$ cat src/rtl/icache.sv
// Read-only direct-mapped instruction cache with 0-cycle hits and a
// two-state (IDLE/FILL) line-fill engine toward physical memory.
module icache #(
    parameter int S_INDEX  = 3,
    parameter int S_OFFSET = 5
) (
    input  logic         clk,
    input  logic         reset,
    input  logic         inst_read,
    input  logic [31:0]  inst_addr,
    output logic [31:0]  inst_rdata,
    output logic         inst_resp,
    output logic         pmem_read,
    output logic [31:0]  pmem_address,
    input  logic [255:0] pmem_rdata,
    input  logic         pmem_resp,
    output logic [31:0]  hit_count,
    output logic [31:0]  miss_count
);

    localparam int SETS  = 1 << S_INDEX;
    localparam int TAG_W = 32 - S_OFFSET - S_INDEX;

    typedef enum logic {
        IDLE = 1'b0,
        FILL = 1'b1
    } state_t;

    function automatic logic [31:0] select_word(input logic [255:0] line, input logic [2:0] word);
        return line[{word, 5'd0} +: 32];
    endfunction

    function automatic logic [31:0] sat_inc(input logic [31:0] value);
        return (value == 32'hFFFF_FFFF) ? value : value + 32'd1;
    endfunction

    state_t               state_r;
    logic [SETS-1:0]      valid_r;
    logic [TAG_W-1:0]     tag_r  [SETS];
    logic [255:0]         data_r [SETS];
    logic [TAG_W-1:0]     lat_tag_r;
    logic [S_INDEX-1:0]   lat_idx_r;
    logic [31:0]          hit_count_r;
    logic [31:0]          miss_count_r;

    logic [TAG_W-1:0]     tag_s;
    logic [S_INDEX-1:0]   idx_s;
    logic [2:0]           word_s;
    logic                 hit_s;
    logic                 miss_s;
    logic                 unused_s;

    assign tag_s    = inst_addr[31:S_OFFSET+S_INDEX];
    assign idx_s    = inst_addr[S_OFFSET+S_INDEX-1:S_OFFSET];
    assign word_s   = inst_addr[4:2];
    assign unused_s = ^inst_addr[1:0];

    assign hit_count  = hit_count_r;
    assign miss_count = miss_count_r;

    // Lookup and response; a reset cycle never responds.
    always_comb begin
        hit_s        = 1'b0;
        miss_s       = 1'b0;
        inst_resp    = 1'b0;
        inst_rdata   = 32'h0;
        pmem_read    = 1'b0;
        pmem_address = 32'h0;
        case (state_r)
            IDLE: begin
                if (inst_read && !reset) begin
                    if (valid_r[idx_s] && (tag_r[idx_s] == tag_s)) begin
                        hit_s = 1'b1;
                    end else begin
                        miss_s = 1'b1;
                    end
                end else begin
                    hit_s = 1'b0;
                end
                inst_resp = hit_s;
                if (hit_s) begin
                    inst_rdata = select_word(data_r[idx_s], word_s);
                end else begin
                    inst_rdata = 32'h0;
                end
            end
            FILL: begin
                pmem_read    = 1'b1;
                pmem_address = {lat_tag_r, lat_idx_r, {S_OFFSET{1'b0}}};
            end
            default: begin
                pmem_read = 1'b0;
            end
        endcase
    end

    // Controller state, valid bits and the latched miss address.
    always_ff @(posedge clk) begin
        if (reset) begin
            state_r   <= IDLE;
            valid_r   <= '0;
            lat_tag_r <= '0;
            lat_idx_r <= '0;
        end else begin
            case (state_r)
                IDLE: begin
                    if (miss_s) begin
                        lat_tag_r <= tag_s;
                        lat_idx_r <= idx_s;
                        state_r   <= FILL;
                    end
                end
                FILL: begin
                    if (pmem_resp) begin
                        valid_r[lat_idx_r] <= 1'b1;
                        state_r            <= IDLE;
                    end
                end
                default: begin
                    state_r <= IDLE;
                end
            endcase
        end
    end

    // Line storage is not reset; a fill interrupted by reset is dropped.
    always_ff @(posedge clk) begin
        if (!reset && (state_r == FILL) && pmem_resp) begin
            tag_r[lat_idx_r]  <= lat_tag_r;
            data_r[lat_idx_r] <= pmem_rdata;
        end
    end

    // Saturating hit/miss statistics.
    always_ff @(posedge clk) begin
        if (reset) begin
            hit_count_r  <= 32'h0;
            miss_count_r <= 32'h0;
        end else begin
            if (hit_s) begin
                hit_count_r <= sat_inc(hit_count_r);
            end
            if (miss_s) begin
                miss_count_r <= sat_inc(miss_count_r);
            end
        end
    end

endmodule

$ cat config.mk
export PLATFORM = sky130hd
export DESIGN_NAME = icache
export DESIGN_NICKNAME = d
export VERILOG_FILES = /design/src/rtl/icache.sv
export SDC_FILE = /design/constraint.sdc
export NUM_CORES = 2
export LEC_CHECK = 0
export ABC_AREA = 0
export CORE_UTILIZATION = 38
export DETAILED_ROUTE_END_ITERATION = 16
export GPL_ROUTABILITY_DRIVEN = 0
export GPL_TIMING_DRIVEN = 0
export SYNTH_ARGS = -nofsm -noshare
export SYNTH_HDL_FRONTEND = slang
export SYNTH_SLANG_ARGS = --single-unit
$ cat constraint.sdc
create_clock -name clk -period 50.6 [get_ports clk]
set_input_delay 12.65 -clock clk [delete_from_list [all_inputs] [get_ports clk]]
set_output_delay 12.65 -clock clk [all_outputs]
set_load 0.03 [all_outputs]
==> reports/qor.csv <==
stage;metric;value;unit
die;Die ar.;239000;um2
route;via count;44300;
setup_path;critical path class;primary input to output pin;
timing;final hold viol count;0;
clock_tree;Max clock buf depth;3;
layout;layout cells sized above 1;27.4;%
place;Placement Setup Slack;19350;ps
clock_tree;Clk pin slew, worst setup/hold paths;60;ps
place;number of I/O port buffers;408;
die;I/O pins;422;
global_route;total grt overflow;0;
synth;most common flop cell mapped by yosys;edfxtp_1;
global_route;first-pass GRT wire length;340;mm
setup_path;reg2reg start;tag_r[7][18];
synth;mapped cell area;90000;um2
min_path;Hold WC Path Type;register to register;
setup_path;CP startpoint;inst_addr[6];
clock_tree;setup bufs post-CTS;0;
setup_path;Critical-path top delay cell;buf_1;
timing;Period minus WS final;31290;ps
route;WL final;242;mm
power_and_ir_drop;Lkg Pwr;33.7;nW
timing;Final Cycle Share;61.8;%
synth;post-synthesis sequential area ratio;77.0;%
setup_path;Worst Setup Start Kind;primary input;
timing;Achievable Freq;0.0320;GHz
synth;Unique masters post-synth;59;
synth;synth warn;0;
setup_path;Worst setup EP type;output pin;
layout;Layout Cells excl Fill;8090;
layout;most frequent cells in the layout;2240 x edfxtp_1, 679 x mux4_2, 408 x clkdlybuf4s50_1;
die;Die X;489;um
timing;Setup Viol. Count Final;0;
global_route;GRT Util Overall;20.3;%
timing;Rel. slew slack;6.77;%
global_route;vias in the first global route;44800;
synth;EDFF count, synth;2240;
clock_tree;Skew-Pair Late Insertion Delay;900;ps
global_route;pin count of the biggest net entering global routing;26;
die;Initial Util;38.2;%
clock_tree;H-tree depth;4;
place;Placed Cells;7622;
timing;Final Slew Violations;0;
route;WL/cell;29.9;um
setup_path;Crit path max-delay family;buffers and inverters;
clock_tree;post-CTS sizing;0;
clock_tree;# clock sinks;2340;
synth;Syn Area/Cell;23.1;um2
layout;commonest non-fill, non-tap cell in the layout;edfxtp_1;
power_and_ir_drop;power density cells;37.6;nW/um2
timing;fin worst setup slack;19310;ps
route;drt first pass iters;5;
layout;Final nets;5004;
die;Rows;178;
min_path;Min-Delay Startpoint;valid_r[0];
setup_path;critical-path cell list;buf_6, buf_4, buf_2, buf_2, buf_2, buf_1, clkbuf_1, mux4_2, mux4_2, mux2i_1, a211oi_1, clkdlybuf4s50_1;
die;Die Y;489;um
outcome;status;complete, no violations;
route;via/cell ratio;5.48;
power_and_ir_drop;IR Drop Worst-Case VDD;0.0347;mV
setup_path;crit-path max FO;10;
timing;Worst Tran Pin Value;1400;ps
synth;#FFs+latches synth;2340;
setup_path;CP Buf/Inv Count;8;
timing;RSZ-0062 raised after global routing;no;
layout;area growth from synthesis to layout;20.7;%
die;CORE AREA;235000;um2
synth;Async S/R FF share, synth;0;%
place;HPWL Detailed;164;mm
clock_tree;Hold Buf Count CTS;0;
clock_tree;cts bufs inserted;235;
route;DRC viols;0;
setup_path;crit path DAT;18640;ps
timing;Fin Clk Skew;77.6;ps
setup_path;CP most frequent cell;buf_2;
layout;Layout fillers;19500;
job;max-cap viol count;0;
synth;Syn Inst Count;3901;
global_route;initial antenna violation count;87;
setup_path;max incr delay on CP;1030;ps
clock_tree;Root Buffer;clkbuf_16;
clock_tree;CTS tree;yes;
setup_path;Worst Path Required;37950;ps
route;Iteration-0 DRC Markers;4661;
route;Routed Antenna Nets;0;
worst register-to-register path, delay by kind of cell, from the launching register on:
kind	cells	cell delay [ps]
compound gates	1	340
simple gates	4	1020
buf+inv	3	1160
flops	1	360
mux	2	660
xor+xnor	1	240
layout make-up:
type                            count  area (um2)  area share (%)
Sequential cell                  2340       69300            63.8
Multi-Input combinational cell   1340       19800            18.2
Timing Repair Buffer              568        6700            6.17
Clock buffer                      266        6040            5.56
Tap cell                         3150        3940            3.63
Clock inverter                    179        1770            1.63
Buffer                            211         976           0.899
Antenna cell                       22        55.1          0.0507
Inverter                           14        52.6          0.0484
final timing paths:
check | end | slack (ps) | cells after the start
worst min-delay path | valid_r[0] | 450 | 1
worst max-delay path | inst_rdata[2] | 19310 | 12
worst min register to register | valid_r[0] | 450 | 1
worst max register to register | hit_count[2] | 46700 | 11
logic make-up after synthesis:
kind of cell | count (synthesis) | synth area share, %
flops | 2340 | 77.0
mux | 766 | 18.0
simple gates | 354 | 2.25
buf+inv | 225 | 1.14
compound gates | 177 | 1.27
xor+xnor | 36 | 0.350
fa+ha+maj | 2 | 0.0278
other cells | 1 | 0.00417
Yosys cell counts, types with 6 or more instances:
master	n	area, um2
and2_1	32	200
nand4_1	17	106
nor3_1	20	100
a21oi_1	59	295
mux4_2	679	15300
buf_2	64	320
buf_6	7	78.8
nor2_1	47	176
a21o_1	10	75.1
inv_1	14	52.6
or3_1	20	125
buf_1	20	75.1
edfxtp_1	2240	67300
mux2_2	12	135
a211oi_1	34	255
nor4_2	8	100
buf_4	12	90.1
and3_1	18	113
nor2b_1	40	250
nand2_1	64	240
o21a_1	8	60.1
nor4_1	6	37.5
mux2i_1	74	741
nand3_1	49	245
xor2_1	12	105
clkbuf_1	108	405
a22o_1	7	61.3
o21ai_0	26	130
dfxtp_1	100	2000
a22oi_1	11	82.6
xnor2_1	24	210
through the flow:
step | power (mW) | TNS [ps] | area, um2 | hold slack, ps | util [%]
finish | 4.08 | 0 | 109000 | 451 | 46.1
global route | 4.20 | 0 | 109000 | 469 | 46.1
CTS | 4.12 | 0 | 108000 | 453 | 46.1
detailed placement | 2.39 | 0 | 101000 | 440 | 42.8
global placement | 2.39 | -3377220 | 98000 | 430 | 41.6
floorplan | 2.29 | 0 | 90000 | 421 | -
report_power, final:
group,leakage [nW],switching [mW],internal (mW)
Sequential,20.8,0.00447,2.13
Combinational,9.08,0.117,0.0935
Clock,3.84,0.764,0.976
routing by layer:
metal  part of all wire, %  up-vias  GRT usage, %
li1                      -    18300             -
met1                    40    23800          27.0
met2                    48     1725          32.3
met3                   8.7      415          5.64
met4                   2.4       92          5.97
met5                  0.24        -             0
registers in the layout, summed over array words and instances, names as in the netlist:
signal	cells
data_r	2048
hit_count	32
lat_idx_r	3
lat_tag_r	24
miss_count	32
state_r	1
tag_r	192
valid_r	8
No activity file was read; power rests on OpenSTA's default activity.
